===== src/rtl/regfile_scoreboard.sv =====
// regfile_scoreboard: 32 x 32-bit architectural register file with two
// combinational read ports, one write port, and a single-entry scoreboard
// that tracks the destination of an in-flight multiply/divide.
//
// Optional feature: define REGFILE_BYPASS_EN to forward the write port
// data to a read port addressing the register being written in the
// same cycle. Without it, reads return the stored array contents.
module regfile_scoreboard (
    input  logic        clock,
    input  logic        reset,
    input  logic        wE,
    input  logic [4:0]  writeD,
    input  logic [31:0] writeData,
    input  logic        multOrDivReady,
    input  logic [4:0]  readA,
    input  logic [4:0]  readB,
    output logic [31:0] dataA,
    output logic [31:0] dataB,
    input  logic        mdStart,
    input  logic [4:0]  mdDest,
    output logic        stall,
    output logic        mdBusy,
    output logic        mdOverlap
);

    logic [31:0] regs_q [32];
    logic [31:0] regs_d [32];

    logic        busy_q;
    logic        busy_d;
    logic [4:0]  dest_q;
    logic [4:0]  dest_d;
    logic        overlap_q;
    logic        overlap_d;

    logic        write_ok;
    logic        md_clear;

    assign write_ok = wE && (writeD != '0);
    assign md_clear = wE && multOrDivReady && busy_q;

    // Next register-array contents: apply the current write, r0 stays zero.
    always_comb begin
        regs_d = regs_q;
        if (write_ok) begin
            regs_d[writeD] = writeData;
        end
        regs_d[0] = '0;
    end

    // Register array storage with asynchronous clear.
    always_ff @(posedge clock or posedge reset) begin
        if (reset) begin
            for (int unsigned i = 0; i < 32; i++) begin
                regs_q[i] <= '0;
            end
        end else begin
            regs_q <= regs_d;
        end
    end

    // Scoreboard next state: completion clears, a new issue sets (and wins
    // over a same-edge clear), an issue while still busy is dropped and
    // latched as a sticky overlap error.
    always_comb begin
        busy_d    = busy_q;
        dest_d    = dest_q;
        overlap_d = overlap_q;
        if (md_clear) begin
            busy_d = 1'b0;
        end
        if (mdStart) begin
            if (busy_q && !md_clear) begin
                overlap_d = 1'b1;
            end else if (mdDest != '0) begin
                busy_d = 1'b1;
                dest_d = mdDest;
            end
        end
    end

    // Scoreboard state registers with asynchronous clear.
    always_ff @(posedge clock or posedge reset) begin
        if (reset) begin
            busy_q    <= 1'b0;
            dest_q    <= '0;
            overlap_q <= 1'b0;
        end else begin
            busy_q    <= busy_d;
            dest_q    <= dest_d;
            overlap_q <= overlap_d;
        end
    end

    // Read ports: r0 reads zero; optional write-through forwarding.
    always_comb begin
        dataA = (readA == '0) ? '0 : regs_q[readA];
        dataB = (readB == '0) ? '0 : regs_q[readB];
`ifdef REGFILE_BYPASS_EN
        if (write_ok && (readA == writeD)) begin
            dataA = writeData;
        end
        if (write_ok && (readB == writeD)) begin
            dataB = writeData;
        end
`endif
    end

    // Hazard detection against the pending multdiv destination.
    always_comb begin
        stall     = busy_q && ((readA == dest_q) || (readB == dest_q));
        mdBusy    = busy_q;
        mdOverlap = overlap_q;
    end

endmodule


===== config.mk =====
export PLATFORM = sky130hd
export DESIGN_NAME = regfile_scoreboard
export DESIGN_NICKNAME = d
export VERILOG_FILES = /design/src/rtl/regfile_scoreboard.sv
export SDC_FILE = /design/constraint.sdc
export NUM_CORES = 2
export LEC_CHECK = 0
export BUFFER_PORTS_ARGS = -buffer_cell sky130_fd_sc_hd__buf_2
export CAP_MARGIN = 30
export CORE_UTILIZATION = 53
export CTS_CLUSTER_SIZE = 8
export DETAILED_ROUTE_END_ITERATION = 16
export PLACE_DENSITY = 0.69
export SYNTH_ARGS = -nofsm -noshare
export SYNTH_HDL_FRONTEND = slang
export SYNTH_SLANG_ARGS = --single-unit
export TNS_END_PERCENT = 20

===== constraint.sdc =====
create_clock -name clock -period 36.9 [get_ports clock]
set_input_delay 1.845 -clock clock [delete_from_list [all_inputs] [get_ports clock]]
set_output_delay 1.845 -clock clock [all_outputs]
set_load 0.05 [all_outputs]

==> results.md <==
* CP most frequent cell: buf_4
* Routed WL at between 150000 and 200000 um
* Detail Placement HPWL at 89400 um
* Initial Utilization at 53.7%
* TritonCTS Sinks at 999
* Design area at approximately 59000 um2
* Chip height at 321 um
* Power Total at 3.35 mW
* Origin of the worst min-delay path: regs_q[163]
* Num CTS Buffers at 142
* Share of layout cells above drive strength 1 at 50.4%
* Mapped Avg Cell Area at 14.5 um2
* TNS Setup at 0 ns
* Syn nets at 3777
* Routed len/inst at between 30 and 40 um
* Synthesized area at 54000 um2
* GPL Wtd Cong at about 0.8
* Dpl cell area at roughly 55000 um2
* Bufs and invs on worst path at 5
* Hold Path End: regs_q[163]
* Crit Path Max Fanout at 113
* Worst reg2reg endpoint: dest_q[4]
* Hold-fix buffers at CTS at 0
* Critical Path, Cell by Cell: buf_8, buf_4, buf_12, nor3_1, or3_1, buf_4, o32a_1, o221ai_1, buf_2
* Vias in the first global route at between 30000 and 40000
* CTS tree: yes
* Die area at roughly 100000 um2
* Period minus WS final at slightly below 8 ns
* Critical path data required time at 35.06 ns
* Unique masters post-synth at 52
* Clock root buffer: clkbuf_16
* Initial antenna violation count at 14
* Min-delay worst type: reg -> reg
* Die X at 321 um
* Clock latency on the worst-skew pair at 0.74 ns
* Final Max Slew Viols at 0
* Core ar. at 101000 um2
* Final Core Density at between 50% and 60%
* Post-Synthesis Cells at roughly 3700
* Initial DRC count at 3591
* Final Hold Viols at 0
* CP Class: in -> out
* Post-CTS sizing at 0
* R2R Setup Slk at 35.68 ns
* Crit path max-delay family: buffers and inverters
* Number of H-tree levels at 4
* Crit-path slowest cell: buf_4
* Drt pass-1 iters at 7
* First-pass GRT wire length at 246000 um
* Final nets at 3730
* Placement row count at 116
* Endpoints failing setup at 0
* Clock transition at path regs at roughly 0.050 ns
* Bufs on Longest Clock Path at 3
* RR Startpoint: mdBusy
* Congestion Overflow GR at 0
* Hold_ws at 0.518 ns
* Lkg Pwr at 25.8 nW
* Post-synthesis sequential area ratio at a little under half
* Worst setup EP type: output pin
* Via count at 35200
* Drt drc at 0
* Pwr/cell area at 56.6 nW/um2
* Gr usage total at 32.7%
* Slew HR at between 20% and 30%
* Period utilization at 20.9%
* Via density per instance at 6.98
* Max frequency at 130 MHz
* Antenna-violating nets left at 0
* Hold path depth at 1
* Slew @ Worst Pin at 1.09 ns
* Max incr delay on CP at 0.79 ns
* R2R cell count at 3
* Area delta synth->final at 9.53%
* Num ports at 124
* Seq cells post-synth at roughly 1000
* Status: completed
* Max cap viols at 0
* Fillers at around 7800
* Port Buffer Count at 123
* RSZ-0062 raised after global routing: no
* Predominant post-synthesis flop cell: dfrtp_1
* Number of enable flip-flop cells after synthesis at 0
* Worst VDD drop at 0.0000463 V
* Final Skew at 0.0193 ns
* YS warnings at 0
* FFs w/ async S/R, synth at 100%
* Crit path DAT at approximately 5.9 ns
* Largest net degree at the start of global routing at 169
* Crit path launch type: input pin
* Post-CTS Setup Bufs at 0
cells by family after synthesis:
group           Yosys count  share of synthesized area [%]
mux                    1711                           43.4
flops                   999                           46.3
buf+inv                 391                           3.45
simple gates            318                           2.81
compound gates          291                           3.87
xor+xnor                 10                          0.162
how the worst max path moves through the flow:
stage | start | end | slack [ns] | depth (start not counted)
6_report | readA[1] | dataA[2] | 29.18 | 9
3_3_place_gp | readB[0] | dataB[1] | 29.34 | 10
2_1_floorplan | reset | dest_q[0] | 6.95 | 1
4_1_cts | readA[1] | dataA[2] | 29.31 | 9
5_1_grt | readB[0] | dataB[1] | 29.10 | 10
3_5_place_dp | readA[1] | dataA[2] | 29.31 | 9
cells in the final DEF, fill, tap and decap left out, types with 4 or more instances in the layout:
master,instances
nor2b_1,60
nand3_1,13
a22o_1,5
buf_4,68
a211oi_1,8
nand2_1,93
nand4_1,4
a22oi_1,24
inv_6,6
mux2i_1,227
o22a_1,4
nand3b_1,4
o21ai_1,26
buf_8,5
mux4_4,7
nor2_1,43
mux2_2,1096
o211ai_1,36
nor3b_1,4
buf_12,7
a21oi_1,37
o32a_1,16
xor2_1,6
a31oi_1,29
o221ai_1,16
nor2_4,16
nand2_2,16
mux4_2,361
xnor2_1,4
buf_2,114
nor3_1,40
dfrtp_1,999
a2111oi_0,4
mux4_1,20
a221oi_1,57
o21ai_0,22
or3_1,5
a41oi_1,4
clkbuf_16,146
nand2b_1,4
stage by stage:
stage / std cells / setup slack [ns]
3_5_place_dp: 4884 / 29.31
3_3_place_gp: 4883 / 29.34
2_1_floorplan: 3720 / 6.95
4_1_cts: 5038 / 29.31
5_1_grt: 5042 / 29.10
6_report: 5043 / 29.18
report_power, final:
part	total [mW]	internal, mW	switching (mW)
clock network	1.16	0.691	0.465
logic	0.720	0.396	0.324
registers	1.47	1.31	0.158
cell usage after synthesis (26+ instances only):
cell type / count / area share (%)
nor3_1: 40 / 0.37
a221oi_1: 57 / 0.92
nor2b_1: 63 / 0.73
a31oi_1: 29 / 0.34
nor2_1: 59 / 0.41
a21oi_1: 37 / 0.34
dfrtp_1: 999 / 46
o21ai_1: 26 / 0.24
o211ai_1: 36 / 0.50
buf_4: 31 / 0.43
mux2i_1: 227 / 4.2
clkbuf_1: 175 / 1.2
buf_2: 109 / 1.0
nand2_1: 109 / 0.76
mux4_2: 361 / 15
buf_1: 56 / 0.39
mux2_2: 1096 / 23
worst reg2reg max path, delay by kind of cell, from the launching register on:
kind / cells / cell delay (ns)
flops: 1 / 0.40
mux: 1 / 0.37
simple gates: 2 / 0.34
state kept, by name, indices dropped and copies added, names as in the netlist:
register,flops
dest_q,5
mdBusy,1
mdOverlap,1
regs_q,992
layer usage:
metal  GRT usage [%]  part of all wire [%]  up-vias
li1                -                     -    14100
met1            48.0                    43    19200
met2            49.5                    46     1597
met3            7.17                   8.5      263
met4            8.63                   2.2       10
met5               0                 0.034        -
area by class of cell:
cell class                 instances  area (um2)  area share, %
antenna                            3        7.51         0.0127
clock buffer                     147        3660           6.18
clock inverter                     7        68.8          0.116
inverter                           2        15.0         0.0254
multi-input combinational       2330       27300           46.2
sequential                       999       25000           42.3
tap                             1357        1700           2.87
timing repair buffer             198        1380           2.33
Note: power is estimated with default switching activity, not from simulation.
